## src/rtl/tetris_pkg.sv

```systemverilog
// Shared types and default constants for the falling-piece position controller.
// The optional hard-drop state is present only when PIECE_HARD_DROP_EN is defined.
package tetris_pkg;

  localparam int BOARD_W_DEF       = 10;
  localparam int BOARD_H_DEF       = 20;
  localparam int SPAWN_X_DEF       = 4;
  localparam int GRAVITY_TICKS_DEF = 8;

  typedef logic [1:0] rot_t;

  typedef enum logic [2:0] {
    ST_IDLE,
    ST_SPAWN_CHK,
    ST_FALL,
    ST_WAIT,
    ST_LOCK,
    ST_OVER
`ifdef PIECE_HARD_DROP_EN
    , ST_DROP
`endif
  } state_e;

  typedef enum logic [1:0] {
    MV_ROT,
    MV_LEFT,
    MV_RIGHT,
    MV_DOWN
  } move_e;

  // Clockwise quarter turn; the 2-bit type wraps 3 -> 0 naturally.
  function automatic rot_t rot_next(input rot_t r);
    return r + 2'd1;
  endfunction

endpackage

```

## src/rtl/piece_pos_ctrl_gravity_timer.sv

```systemverilog
// Gravity timer: counts 0..TICKS-1 while enabled, pulses expire_o on the
// last count and wraps. A clear forces the count back to zero and wins over
// the enable.
module gravity_timer #(
  parameter  int TICKS = 8,
  localparam int CW    = (TICKS > 1) ? $clog2(TICKS) : 1
) (
  input  logic clk,
  input  logic rst_n,
  input  logic clr_i,
  input  logic en_i,
  output logic expire_o
);

  logic [CW-1:0] count_q;
  logic          at_end;

  assign at_end   = (count_q == CW'(TICKS - 1));
  assign expire_o = en_i && at_end;

  // Tick counter with clear priority and wrap on expiry.
  // NOTE: sequential state uses non-blocking assignments so every register
  // samples pre-edge values regardless of statement order.
  always_ff @(posedge clk or negedge rst_n) begin
    if (!rst_n) begin
      count_q <= '0;
    end else if (clr_i) begin
      count_q <= '0;
    end else if (en_i) begin
      count_q <= at_end ? '0 : count_q + CW'(1);
    end
  end

endmodule

```

## src/rtl/piece_pos_ctrl.sv

```systemverilog
// Active-piece position controller: tracks x, y and rotation, validates every
// candidate move with the board through a query/response handshake, applies
// gravity, detects landing and flags game-over on a colliding spawn.
// Optional feature macro: PIECE_HARD_DROP_EN adds the hard_drop input and a
// DROP loop that walks the piece down one query at a time until it lands.
module piece_pos_ctrl
  import tetris_pkg::*;
#(
  parameter  int BOARD_W       = BOARD_W_DEF,
  parameter  int BOARD_H       = BOARD_H_DEF,
  parameter  int SPAWN_X       = SPAWN_X_DEF,
  parameter  int GRAVITY_TICKS = GRAVITY_TICKS_DEF,
  localparam int X_W           = $clog2(BOARD_W),
  localparam int Y_W           = $clog2(BOARD_H)
) (
  input  logic           clk,
  input  logic           rst_n,
  input  logic           spawn,
  input  logic           left,
  input  logic           right,
  input  logic           drop,
  input  logic           rotate,
`ifdef PIECE_HARD_DROP_EN
  input  logic           hard_drop,
`endif
  output logic           q_valid,
  output logic [X_W-1:0] q_x,
  output logic [Y_W-1:0] q_y,
  output logic [1:0]     q_rot,
  input  logic           q_resp_valid,
  input  logic           q_hit,
  output logic [X_W-1:0] pos_x,
  output logic [Y_W-1:0] pos_y,
  output logic [1:0]     rot,
  output logic           active,
  output logic           lock_pulse,
  output logic           game_over
);

  localparam logic [X_W-1:0] X_SPAWN = X_W'(SPAWN_X);
  localparam logic [X_W-1:0] X_MAX   = X_W'(BOARD_W - 1);
  localparam logic [Y_W-1:0] Y_MAX   = Y_W'(BOARD_H - 1);

  state_e         state_q;
  move_e          mv_q;
  logic           q_valid_q;
  logic [X_W-1:0] q_x_q;
  logic [Y_W-1:0] q_y_q;
  rot_t           q_rot_q;
  logic [X_W-1:0] pos_x_q;
  logic [Y_W-1:0] pos_y_q;
  rot_t           rot_q;
  logic           active_q;
  logic           lock_pulse_q;
  logic           game_over_q;
  logic           grav_pend_q;

  logic grav_en;
  logic grav_clr;
  logic grav_expire;
  logic down_commit;

  // Move chosen in FALL for this cycle.
  logic           fall_go;
  logic           fall_land;
  logic           fall_down;
  move_e          fall_mv_d;
  logic [X_W-1:0] fall_x_d;
  logic [Y_W-1:0] fall_y_d;
  rot_t           fall_rot_d;

  assign grav_en     = (state_q == ST_FALL) || (state_q == ST_WAIT);
  assign down_commit = (state_q == ST_WAIT) && q_resp_valid && !q_hit && (mv_q == MV_DOWN);
  assign grav_clr    = down_commit ||
                       ((state_q == ST_SPAWN_CHK) && q_resp_valid && !q_hit);

  gravity_timer #(
    .TICKS (GRAVITY_TICKS)
  ) u_gravity_timer (
    .clk      (clk),
    .rst_n    (rst_n),
    .clr_i    (grav_clr),
    .en_i     (grav_en),
    .expire_o (grav_expire)
  );

  // Pick the single FALL move by priority rotate > left > right > down.
  // NOTE: every output gets a default first so no path leaves one unassigned,
  // which would otherwise infer a latch.
  always_comb begin
    fall_go    = 1'b0;
    fall_land  = 1'b0;
    fall_down  = 1'b0;
    fall_mv_d  = MV_DOWN;
    fall_x_d   = pos_x_q;
    fall_y_d   = pos_y_q;
    fall_rot_d = rot_q;
    if (rotate) begin
      fall_go    = 1'b1;
      fall_mv_d  = MV_ROT;
      fall_rot_d = rot_next(rot_q);
    end else if (left && !right) begin
      // A left at the wall is consumed without a query.
      if (pos_x_q != '0) begin
        fall_go   = 1'b1;
        fall_mv_d = MV_LEFT;
        fall_x_d  = pos_x_q - X_W'(1);
      end
    end else if (right && !left) begin
      if (pos_x_q != X_MAX) begin
        fall_go   = 1'b1;
        fall_mv_d = MV_RIGHT;
        fall_x_d  = pos_x_q + X_W'(1);
      end
    end else if (drop || grav_pend_q || grav_expire) begin
      // Left+right cancel and fall through to here; a pending gravity step
      // and a drop are the same down request.
      fall_down = 1'b1;
      if (pos_y_q == Y_MAX) begin
        fall_land = 1'b1;
      end else begin
        fall_go  = 1'b1;
        fall_y_d = pos_y_q + Y_W'(1);
      end
    end
  end

  // Main controller FSM with registered outputs.
  always_ff @(posedge clk or negedge rst_n) begin
    if (!rst_n) begin
      state_q      <= ST_IDLE;
      mv_q         <= MV_DOWN;
      q_valid_q    <= 1'b0;
      q_x_q        <= X_SPAWN;
      q_y_q        <= '0;
      q_rot_q      <= '0;
      pos_x_q      <= X_SPAWN;
      pos_y_q      <= '0;
      rot_q        <= '0;
      active_q     <= 1'b0;
      lock_pulse_q <= 1'b0;
      game_over_q  <= 1'b0;
      grav_pend_q  <= 1'b0;
    end else begin
      lock_pulse_q <= 1'b0;
      case (state_q)
        ST_IDLE: begin
          grav_pend_q <= 1'b0;
          if (spawn) begin
            state_q   <= ST_SPAWN_CHK;
            pos_x_q   <= X_SPAWN;
            pos_y_q   <= '0;
            rot_q     <= '0;
            q_valid_q <= 1'b1;
            q_x_q     <= X_SPAWN;
            q_y_q     <= '0;
            q_rot_q   <= '0;
          end
        end

        ST_SPAWN_CHK: begin
          if (q_resp_valid) begin
            q_valid_q <= 1'b0;
            if (q_hit) begin
              state_q     <= ST_OVER;
              game_over_q <= 1'b1;
            end else begin
              state_q     <= ST_FALL;
              active_q    <= 1'b1;
              grav_pend_q <= 1'b0;
            end
          end
        end

        ST_FALL: begin
          // An expiry not consumed as this cycle's down move is remembered.
          grav_pend_q <= fall_down ? 1'b0 : (grav_pend_q | grav_expire);
`ifdef PIECE_HARD_DROP_EN
          if (hard_drop) begin
            if (pos_y_q == Y_MAX) begin
              state_q      <= ST_LOCK;
              lock_pulse_q <= 1'b1;
              active_q     <= 1'b0;
            end else begin
              state_q   <= ST_DROP;
              mv_q      <= MV_DOWN;
              q_valid_q <= 1'b1;
              q_x_q     <= pos_x_q;
              q_y_q     <= pos_y_q + Y_W'(1);
              q_rot_q   <= rot_q;
            end
          end else
`endif
          if (fall_land) begin
            state_q      <= ST_LOCK;
            lock_pulse_q <= 1'b1;
            active_q     <= 1'b0;
          end else if (fall_go) begin
            state_q   <= ST_WAIT;
            mv_q      <= fall_mv_d;
            q_valid_q <= 1'b1;
            q_x_q     <= fall_x_d;
            q_y_q     <= fall_y_d;
            q_rot_q   <= fall_rot_d;
          end
        end

        ST_WAIT: begin
          grav_pend_q <= grav_pend_q | (grav_expire & ~down_commit);
          if (q_resp_valid) begin
            q_valid_q <= 1'b0;
            if (!q_hit) begin
              state_q <= ST_FALL;
              pos_x_q <= q_x_q;
              pos_y_q <= q_y_q;
              rot_q   <= q_rot_q;
            end else if (mv_q == MV_DOWN) begin
              state_q      <= ST_LOCK;
              lock_pulse_q <= 1'b1;
              active_q     <= 1'b0;
            end else begin
              state_q <= ST_FALL;
            end
          end
        end

`ifdef PIECE_HARD_DROP_EN
        ST_DROP: begin
          if (q_resp_valid) begin
            if (q_hit) begin
              state_q      <= ST_LOCK;
              lock_pulse_q <= 1'b1;
              active_q     <= 1'b0;
              q_valid_q    <= 1'b0;
            end else begin
              pos_y_q <= q_y_q;
              if (q_y_q == Y_MAX) begin
                state_q      <= ST_LOCK;
                lock_pulse_q <= 1'b1;
                active_q     <= 1'b0;
                q_valid_q    <= 1'b0;
              end else begin
                q_y_q <= q_y_q + Y_W'(1);
              end
            end
          end
        end
`endif

        ST_LOCK: begin
          state_q     <= ST_IDLE;
          grav_pend_q <= 1'b0;
        end

        ST_OVER: begin
          q_valid_q <= 1'b0;
          active_q  <= 1'b0;
        end

        default: state_q <= ST_IDLE;
      endcase
    end
  end

  assign q_valid    = q_valid_q;
  assign q_x        = q_x_q;
  assign q_y        = q_y_q;
  assign q_rot      = q_rot_q;
  assign pos_x      = pos_x_q;
  assign pos_y      = pos_y_q;
  assign rot        = rot_q;
  assign active     = active_q;
  assign lock_pulse = lock_pulse_q;
  assign game_over  = game_over_q;

endmodule

```

## config.mk

```make
export PLATFORM = sky130hd
export DESIGN_NAME = piece_pos_ctrl
export DESIGN_NICKNAME = d
export VERILOG_FILES = /design/src/rtl/tetris_pkg.sv /design/src/rtl/piece_pos_ctrl_gravity_timer.sv /design/src/rtl/piece_pos_ctrl.sv
export SDC_FILE = /design/constraint.sdc
export NUM_CORES = 1
export LEC_CHECK = 0
export ABC_AREA = 0
export CORE_ASPECT_RATIO = 1.5
export CORE_UTILIZATION = 45
export CTS_BUF_LIST = sky130_fd_sc_hd__clkbuf_4 sky130_fd_sc_hd__clkbuf_8
export DETAILED_ROUTE_END_ITERATION = 8
export HOLD_SLACK_MARGIN = 0.08
export PLACE_DENSITY = 0.7
export SYNTH_ARGS = -nofsm -noshare
export SYNTH_HDL_FRONTEND = slang
export SYNTH_SLANG_ARGS = --single-unit
```

## constraint.sdc

```tcl
create_clock -name clk -period 3.4 [get_ports clk]
set_input_delay 1.02 -clock clk [delete_from_list [all_inputs] [get_ports clk]]
set_output_delay 1.02 -clock clk [all_outputs]
set_load 0.02 [all_outputs]
```

* After elaboration in Yosys (flattened, before gate mapping)
Cells that the tools add are included.
** Word-level totals
- Bits of input ports :: 9
- Logic and storage cells :: 165
- Register bits :: 35
** Cells by class
- Reduce and logical (&&, ||, !) cells :: 33
- Bitwise logic cells :: 6
- $add $sub $neg :: 5
- Muxes and demuxes :: 86
- Equality and inequality tests :: 21
** Operators by type and width (count)
- $mux W5 :: 10
- $mux W4 :: 10
- $mux W1 :: 35
- $mux W3 :: 11
- $pmux W5 S2 :: 2
- $mux W2 :: 9
- $ne A2 B2 Y1 const B :: 9
- $pmux W4 S2 :: 2
- $reduce_bool A4 Y1 :: 4
- $pmux W3 S5 :: 1
- $pmux W1 S4 :: 3
- $reduce_and A5 Y1 :: 2
- $eq A3 B3 Y1 const B :: 3
- $reduce_and A3 Y1 :: 3
- $logic_and A1 B1 Y1 :: 8
- $pmux W2 S2 :: 2
- $reduce_and A4 Y1 :: 2
- $reduce_and A7 Y1 :: 1
- $eq A3 B2 Y1 const B :: 2
- $reduce_bool A2 Y1 :: 3
- $add A5 B1 Y5 const B :: 1
- $eq A5 B5 Y1 const B :: 1
- $add A4 B1 Y4 const B :: 1
- $logic_or A1 B1 Y1 :: 4
- 15 further kinds :: 22

* Longest topological paths before layout
Gate-level depths: netlist of the first run.
- Depth in word-level cells :: 11
- Depth in mapped cells :: 8

* Modules after synthesis
A second synthesis of the first run with hierarchy kept.
** Unflattened totals
- Cell total of the unflattened synthesis :: 211
- Area total of the unflattened synthesis :: 2064.5 µm²
** Modules (own cells, without submodules)
- piece_pos_ctrl :: sequential area each 805.8 µm², times used 1, cells each 198, area each 1906.8 µm²
- gravity_timer :: sequential area each 75.1 µm², times used 1, cells each 13, area each 157.7 µm²

* Worst setup path after synthesis of the first run
OpenSTA, ideal clock, no wires.
- Path kind :: input -> register
- From :: in right
- To :: reg q_y_q[0], in the netlist q_y[0]
- Library setup time :: 0.129 ns
- Setup slack :: 1.246 ns
- Cell stages on the path :: 5
- Arrival time :: 2.026 ns
- Data required time :: 3.271 ns
- Cells stage by stage :: xor2_1 > a211oi_2 > or2b_1 > xor2_1 > o21ai_2
** Between the ends
- Cells in the longest elaborated chain, start to end :: 7
- Elaborated cells on any way between the ends :: 18
** RTL lines
- start, declared :: RTL line piece_pos_ctrl.sv:20 : input logic right,
- $logic_and A1 B1 Y1 / $logic_not A1 Y1 (equally long branches) :: RTL line piece_pos_ctrl.sv:109, piece_pos_ctrl.sv:102
- $mux W5 / $logic_and A1 B1 Y1 (equally long branches) :: RTL line piece_pos_ctrl.sv:109, piece_pos_ctrl.sv:102
- $mux W5 :: RTL line piece_pos_ctrl.sv:102 : end else if (left && !right) begin
- $mux W5 :: RTL line piece_pos_ctrl.sv:98 : if (rotate) begin
- $mux W5 :: RTL line piece_pos_ctrl.sv:198 : end else if (fall_go) begin
- $mux W5 :: RTL line piece_pos_ctrl.sv:194 : if (fall_land) begin
- $pmux W5 S2 :: RTL line piece_pos_ctrl.sv:146 : case (state_q)
- end signal, assigned :: RTL line piece_pos_ctrl.sv:203 : q_y_q <= fall_y_d;
- end, declared :: RTL line piece_pos_ctrl.sv:48 : logic [Y_W-1:0] q_y_q;
Several ways; a longest one is shown, not always the timed one. The select of a mux whose other input is x is not followed.
A chain may end at the register's enable or synchronous reset.

* Worst setup path after layout of the first run
- From :: in left
- To :: reg q_x_q[0], in the netlist q_x[0]
** Between the ends
- Cells in the longest elaborated chain, start to end :: 8
- Elaborated cells on any way between the ends :: 18
** RTL lines
- start, declared :: RTL line piece_pos_ctrl.sv:19 : input logic left,
- $logic_not A1 Y1 :: RTL line piece_pos_ctrl.sv:109 : end else if (right && !left) begin
- $logic_and A1 B1 Y1 :: RTL line piece_pos_ctrl.sv:109
- $mux W4 :: RTL line piece_pos_ctrl.sv:109
- $mux W4 :: RTL line piece_pos_ctrl.sv:102
- $mux W4 :: RTL line piece_pos_ctrl.sv:98
- $mux W4 :: RTL line piece_pos_ctrl.sv:198
- $mux W4 :: RTL line piece_pos_ctrl.sv:194
- $pmux W4 S2 :: RTL line piece_pos_ctrl.sv:146
- end signal, assigned :: RTL line piece_pos_ctrl.sv:202 : q_x_q <= fall_x_d;
- end, declared :: RTL line piece_pos_ctrl.sv:47 : logic [X_W-1:0] q_x_q;
Several ways; a longest one is shown, not always the timed one. The select of a mux whose other input is x is not followed.

==> results of run 1 <==
==> where the power goes <==
group,switching [mW],internal [mW],total [mW]
clock network,0.148,0.160,0.307
registers,0.182,0.557,0.739
logic,0.509,0.379,0.888
total,0.839,1.10,1.93
==> cells by family after synthesis <==
| logic type | after synthesis |
|---|---|
| and+or+nand+nor | 80 |
| adders and majority gates | 7 |
| DFF | 35 |
| buffers and inverters | 18 |
| xor gates and xnor gates | 8 |
| muxes | 4 |
| AOI/OAI and AO/OA | 59 |
==> state kept, by name, indices dropped and copies added, names as in the netlist, 2 cells and up <==
register and count:
rot 2, state_q 3, mv_q 2, pos_y 5
pos_x 4, q_rot 2, q_y 5, q_x 4
u_gravity_timer.count_q 3
==> synth_stat cells, drive strengths merged, types with 4 or more instances <==
cell	instances	area [um2]
inv	10	37.5
buf	5	36.3
nand2	25	93.8
nor2b	6	37.5
o31ai	8	73.8
xor2	6	52.6
a21oi	4	20.0
nor2	16	62.6
nor3	6	30.0
o21ai	17	92.6
ha	7	87.6
a22o	10	87.6
dfstp	4	105
nand4	8	56.3
dfrtp	31	776
==> layout make-up <==
cell class	instances	share of cell area, %
clock inverters	1	0.199
repair buffers	38	14.7
inverters	10	1.49
flip-flops and latches	35	35.0
well taps	46	2.29
multi-input cells	158	42.9
clock buffers	7	3.33
==> per-stage QoR <==
stage | utilization, % | power, mW | std cells
finish | 58.7 | 1.94 | 295
global route | 58.7 | 2.07 | 295
CTS | 58.7 | 1.94 | 295
detailed placement | 56.6 | 1.63 | 287
global placement | 56.6 | 1.62 | 287
floorplan | - | 1.34 | 211
==> metal layers <==
layer,GRT usage [%],vias to the layer above
li1,-,848
met4,10.2,0
met2,39.7,38
met1,28.0,887
met5,0,-
met3,3.70,8
==> worst max path at each step <==
stage	cells past startpoint	slack, ns	end
floorplan	5	1.25	q_y[0]
global placement	5	0.40	q_y[3]
detailed placement	5	0.38	q_rot[1]
CTS	5	0.66	q_x[0]
global route	6	0.46	q_rot[1]
finish	5	0.66	q_x[0]
==> metrics.md, run 1 <==
| Metric | Value |
|---|---|
| Status | `complete, but fails checks` |
| Failing checks | `DRC` |
| Family of cells with the greatest summed delay on the critical path | `compound AO/OA/AOI/OAI gates` |
| Worst setup SP type | `primary input` |
| Number of remaining DRC errors | `4` |
| Setup CP Type | `in -> reg` |
| Share of flip-flops with an asynchronous set or reset after synthesis | `100%` |
| PnR worst setup slack | `between 0.6 and 0.7 ns` |
| TritonCTS clock tree | `built` |
| Avg Synthesized Cell Area | `a little under 10 um2` |
| Worst hold-check path type | `reg -> reg` |
| H-tree level count | `2` |
| Startpoint of the lowest-slack register-to-register path | `pos_x[1]` |
| R2R depth | `6` |
| Clock latency of the later-clocked register in the worst-skew pair | `0.29 ns` |
| Via-to-Cell Ratio | `approximately 6` |
| Category of the worst setup path capture point | `flop` |
| Total via count in the routed design | `around 1800` |
| Antenna violations before repair | `0` |
| Routed WL | `between 5000 and 6000 um` |
| Mux cell area share after synthesis | `around 2.0%` |
| Max-cap viol count | `0` |
| Number of flops mapped to enable cells by yosys | `0` |
| Ant diodes | `0` |
| Worst hold path cell count | `1` |
| Clock buffers created by TritonCTS | `5` |
| Width of the die | `57.0 um` |
| Placed wire-length estimate | `roughly 3600 um` |
| Fin. Hold Viols | `0` |
| Hold_buf cts | `0` |
| Post-CTS setup buffers | `0` |
| Startpoint of the lowest-slack hold path | `game_over` |
| Cell Chain, Critical Path | `clkdlybuf4s50_1 -> xor2_1 -> a211oi_2 -> o31ai_4 -> o31ai_1` |
| Final worst clock skew | `between 0.002 and 0.003 ns` |
| Pin slew with the least headroom to its limit | `approximately 0.64 ns` |
| Cell at the slowest stage of the critical path | `sky130_fd_sc_hd__clkdlybuf4s50_1` |
| WL/cell | `around 17 um` |
| Leading cell type in the layout, fill and taps excluded | `sky130_fd_sc_hd__clkdlybuf4s50_1` |
| End of the worst register-to-register path | `q_x[0]` |
| Endpoint required time on the critical path | `3.54 ns` |
| Uppermost signal routing layer after detailed routing | `met4` |
| Maximum fanout encountered on the critical timing path | `17` |
| Final count of pins violating max slew | `0` |
| Area used by multi-input combinational logic | `roughly 1100 um2` |
| Destination of the worst hold path | `game_over` |
| Worst setup slack for register-to-register paths | `1.13 ns` |
| Setup violators final | `0` |
| Worst Setup Slack post-DPL | `0.379 ns` |
| Fraction of final layout cells with drive strength greater than 1 | `between 10% and 20%` |
| Setup repair after global routing missed its margin | `false` |
| Synthesized instance count | `roughly 210` |
| Remaining Overflow, GRT | `0` |
| Worst endpoint data arrival time | `2.88 ns` |
| Total length of routed met3 wires | `around 160 um` |
| Total buffers and inverters traversed by the critical path | `1` |
| Worst path max stage delay | `roughly 0.6 ns` |
| Simple-gate share of the synthesized area | `a little over a fifth` |
| Adder-cell share of the synthesized area | `roughly 4.3%` |
| First-pass GRT wire length | `approximately 8500 um` |
| Most used flip-flop cell after synthesis | `sky130_fd_sc_hd__dfrtp_1` |
| Compound-Gate Fraction of Synth Area | `between 20 and 25%` |
| Worst rel slew slack | `a little under three fifths` |
| Total negative setup slack | `0 ns` |
| Netlist area before placement | `approximately 2000 um2` |
| Std-Cell Core Area | `about 4300 um2` |
| Count of clock tree sinks | `35` |
| Synth warn | `0` |
| Cell area after layout | `2510 um2` |
| Placed inst area | `2420 um2` |
| Root Buffer Master | `sky130_fd_sc_hd__clkbuf_8` |
| Post-layout min period | `2.74 ns` |
| Library cells used by synthesis | `between 50 and 60` |
| 1st-iter DRT viols | `106` |
| Xor and xnor area share after synthesis | `3.43%` |
| Number of iterations in the first detailed-routing pass | `6` |
| Number of flip-flops and latches in the synthesized netlist | `35` |
| Area taken by flip-flops and latches | `881 um2` |
| Std cell rows | `29` |
| Post-CTS Resized | `0` |
| ANT nets after route | `0` |
| Final GP Congestion | `0.934` |
| Worst IR Drop VDD | `0.430 mV` |
| Sequential element share of the synthesized area | `a little over two fifths` |
| Leakage | `approximately 1.1 nW` |
| Maximum clock path buffer count | `2` |
| Largest net degree at the start of global routing | `36` |
| Number of global-route vias before repair | `1708` |
| Quantity of I/O buffers inserted on ports | `34` |
| GRT Resource Usage Total | `a little under a quarter` |
| Achievable Freq | `around 360 MHz` |
| Metal-1 WL | `around 2200 um` |
| CTS clock-pin slew for the worst setup and hold paths | `roughly 0.070 ns` |
| Die Area | `4820 um2` |
| Worst hold margin | `roughly 0.47 ns` |
| Final Cycle Share | `between 80% and 90%` |
| NumNets Final | `264` |
| Power density normalized to cell area | `about 770 nW/um2` |
| Launching element of the worst setup path | `left` |
| Met2 wire length | `roughly 2600 um` |
| Layout-stage area growth over the synthesis result | `22.9%` |
| Combinational family with the most area after synthesis | `compound AO/OA/AOI/OAI gates` |
| IO Pins | `35` |
| Die height | `84.6 um` |
| Effective utilization at floorplan | `approximately 48%` |
| Most frequent cells in the layout | `34 x sky130_fd_sc_hd__clkdlybuf4s50_1, 31 x sky130_fd_sc_hd__dfrtp_1, 25 x sky130_fd_sc_hd__nand2_1` |
| Syn nets | `around 230` |
| Number of filler instances in the final layout | `382` |
Note: power is estimated with default switching activity, not from simulation.
==> run 2, diff against run 1 <==
==> constraint.sdc (replaced) <==
create_clock -name clk -period 2.8 [get_ports clk]
set_input_delay 0.84 -clock clk [delete_from_list [all_inputs] [get_ports clk]]
set_output_delay 0.84 -clock clk [all_outputs]
set_load 0.02 [all_outputs]
==> run 2 against run 1 <==
Compared with the run above:
- the flow still finishes with violations (DRC)
- largest cell class unchanged
- global-route usage increased by 0.50 points
- final area is 3.5% higher
- clock power grew 54%
- total power increased by 31%
- sequential cell count did not move
- highest routed layer unchanged
- utilization up 2.0 points
==> metrics.md, run 2 (synthesis results as in run 1) <==
| Metric | Value |
|---|---|
| Worst hold-check path type | `reg -> reg (unchanged)` |
| Cell at the slowest stage of the critical path | `sky130_fd_sc_hd__clkdlybuf4s50_1 (unchanged)` |
| TritonCTS clock tree | `built (unchanged)` |
| Worst endpoint data arrival time | `2.65 ns (was 2.88 ns)` |
| Leakage | `1.12 nW (was 1.08 nW)` |
| Final Cycle Share | `between 80 and 90%` |
| Failing checks | `DRC (unchanged)` |
| Routed WL | `5200 um (was 5080 um)` |
| Category of the worst setup path capture point | `flop (unchanged)` |
| Number of filler instances in the final layout | `380 (was 382)` |
| Hold_buf cts | `0 (unchanged)` |
| Uppermost signal routing layer after detailed routing | `met4 (unchanged)` |
| Worst path max stage delay | `0.52 ns (was 0.60 ns)` |
| Clock latency of the later-clocked register in the worst-skew pair | `0.29 ns (about the same)` |
| Total length of routed met3 wires | `203 um (was 161 um)` |
| IO Pins | `35 (unchanged)` |
| Largest net degree at the start of global routing | `36 (unchanged)` |
| Worst rel slew slack | `64.1% (was 57.3%)` |
| Worst setup SP type | `primary input (unchanged)` |
| Post-CTS setup buffers | `0 (unchanged)` |
| Met2 wire length | `2680 um (was 2620 um)` |
| Maximum fanout encountered on the critical timing path | `7 (was 17)` |
| Antenna violations before repair | `0 (unchanged)` |
| Quantity of I/O buffers inserted on ports | `34 (unchanged)` |
| Ant diodes | `0 (unchanged)` |
| Number of iterations in the first detailed-routing pass | `6 (unchanged)` |
| Die height | `84.6 um (unchanged)` |
| Width of the die | `57.0 um (unchanged)` |
| Via-to-Cell Ratio | `5.95 (was 6.04)` |
| Final GP Congestion | `0.932 (was 0.934)` |
| Final worst clock skew | `0.0137 ns (was 0.00271 ns)` |
| Number of non-filler instances in the completed layout | `300 (was 295)` |
| CTS clock-pin slew for the worst setup and hold paths | `0.08 ns (was 0.07 ns)` |
| Number of placed instances with taps included | `292 (was 287)` |
| Max-cap viol count | `0 (unchanged)` |
| Std-Cell Core Area | `4280 um2 (unchanged)` |
| WL/cell | `17.3 um (was 17.2 um)` |
| Number of global-route vias before repair | `1764 (was 1708)` |
| Status | `complete, but fails checks (unchanged)` |
| Count of clock tree sinks | `35 (unchanged)` |
| Area taken by flip-flops and latches | `881 um2 (unchanged)` |
| Leading cell type in the layout, fill and taps excluded | `sky130_fd_sc_hd__clkdlybuf4s50_1 (unchanged)` |
| Most frequent cells in the layout | `34 x sky130_fd_sc_hd__clkdlybuf4s50_1, 31 x sky130_fd_sc_hd__dfrtp_1, 25 x sky130_fd_sc_hd__nand2_1 (unchanged)` |
| GRT Resource Usage Total | `23.6% (was 23.1%)` |
| Layout-stage area growth over the synthesis result | `27.2% (was 22.9%)` |
| Worst setup slack for register-to-register paths | `0.75 ns (was 1.13 ns)` |
| Total negative setup slack | `0 ns (unchanged)` |
| Setup CP Type | `in -> reg (unchanged)` |
| Post-layout min period | `2.42 ns` |
| First-pass GRT wire length | `8780 um (was 8510 um)` |
| Final count of pins violating max slew | `0 (unchanged)` |
| Placed wire-length estimate | `3670 um (was 3610 um)` |
| Number of remaining DRC errors | `4 (unchanged)` |
| Fraction of final layout cells with drive strength greater than 1 | `12.6% (was 10.8%)` |
| Remaining Overflow, GRT | `0 (unchanged)` |
| Total via count in the routed design | `1786 (was 1781)` |
| ANT nets after route | `0 (unchanged)` |
| Maximum clock path buffer count | `2 (unchanged)` |
| Worst IR Drop VDD | `0.615 mV (was 0.430 mV)` |
| Cell Chain, Critical Path | `clkdlybuf4s50_1 -> xor2_1 -> a211oi_2 -> nand4_2 -> mux2_2 -> nor2_2 (was clkdlybuf4s50_1 -> xor2_1 -> a211oi_2 -> o31ai_4 -> o31ai_1)` |
| Fin. Hold Viols | `0 (unchanged)` |
| Post-CTS Resized | `0 (unchanged)` |
| Effective utilization at floorplan | `47.7% (unchanged)` |
| Power density normalized to cell area | `976 nW/um2 (was 770 nW/um2)` |
| Metal-1 WL | `2260 um (was 2190 um)` |
| Setup violators final | `0 (unchanged)` |
| Clock buffers created by TritonCTS | `5 (unchanged)` |
| Endpoint required time on the critical path | `3.03 ns (was 3.54 ns)` |
| NumNets Final | `269 (was 264)` |
| Die Area | `4820 um2 (unchanged)` |
| Achievable Freq | `approximately 410 MHz` |
| Std cell rows | `29 (unchanged)` |
| H-tree level count | `2 (unchanged)` |
| Pin slew with the least headroom to its limit | `0.539 ns (was 0.641 ns)` |
| 1st-iter DRT viols | `91 (was 106)` |
| Area used by multi-input combinational logic | `1080 um2 (unchanged)` |
| Setup repair after global routing missed its margin | `false (unchanged)` |
| Root Buffer Master | `sky130_fd_sc_hd__clkbuf_8 (unchanged)` |
## run 2: cell count changes in the layout (fill, tap and decap cells not counted)
cell,previous run,this run
sky130_fd_sc_hd__buf_12,0,2
sky130_fd_sc_hd__buf_4,4,7
sky130_fd_sc_hd__bufinv_16,0,1
sky130_fd_sc_hd__clkinv_2,1,0
## run 2: metrics by stage
step / power [mW] / utilization [%] / worst slack [ns] / hold slack, ns / cell area, um2
3_3_place_gp: 2.05 / 58.1 / 0.139 / 0.452 / 2490
4_1_cts: 2.55 / 60.8 / 0.370 / 0.484 / 2600
3_5_place_dp: 2.07 / 58.1 / 0.0609 / 0.459 / 2490
5_1_grt: 2.72 / 60.8 / 0.285 / 0.495 / 2600
2_1_floorplan: 1.62 / - / 0.826 / 0.454 / 2040
6_report: 2.54 / 60.8 / 0.383 / 0.484 / 2600
## run 2: cell type report
| class | instances | area share (%) |
|---|---|---|
| sequential | 35 | 33.9 |
| clock inverter | 1 | 1.15 |
| clock buffer | 7 | 3.22 |
| timing repair buffer | 43 | 16.6 |
| tap | 46 | 2.21 |
| inverter | 10 | 1.44 |
| multi-input combinational | 158 | 41.5 |
## run 2: layer usage
layer  up-vias  global-route usage [%]
met2        53                    39.0
met3         8                    4.31
li1        853                       -
met4         0                    9.98
met5         -                       0
met1       872                    29.9
## run 2: path summary, 6_finish.rpt
kind / from / end / cells past startpoint
setup / recovery: right / lock_pulse / 6
hold / removal: mv_q[1] / mv_q[1] / 2
setup reg to reg: pos_x[1] / state_q[0] / 6
hold reg to reg: mv_q[1] / mv_q[1] / 2
max in group asynchronous: rst_n / pos_x[2] / 2
min in group asynchronous: rst_n / u_gravity_timer.count_q[2] / 2
## run 2: power by group
part           internal, mW  switching, mW  total, mW  leakage (nW)
sequential            0.676          0.217      0.894         0.452
clock                 0.286          0.186      0.472        0.0593
combinational         0.527          0.646       1.17         0.611
total                  1.49           1.05       2.54          1.12
## run 2: critical path: cells and delay by family
kind,cells,cell delay [ns]
buffers and inverters,1,0.52
xor gates and xnor gates,1,0.25
and+or+nand+nor,2,0.29
AOI/OAI and AO/OA,1,0.42
muxes,1,0.32
==> run 3, diff against run 2 <==
--- a/config.mk
+++ b/config.mk
@@ -9,6 +9,7 @@
 export CORE_ASPECT_RATIO = 1.5
 export CORE_UTILIZATION = 45
 export CTS_BUF_LIST = sky130_fd_sc_hd__clkbuf_4 sky130_fd_sc_hd__clkbuf_8
+export CTS_CLUSTER_DIAMETER = 120
 export DETAILED_ROUTE_END_ITERATION = 8
 export HOLD_SLACK_MARGIN = 0.08
 export PLACE_DENSITY = 0.7
==> results of run 3 <==
Same layout as run 2: the final DEF is identical, and so are final timing and power.
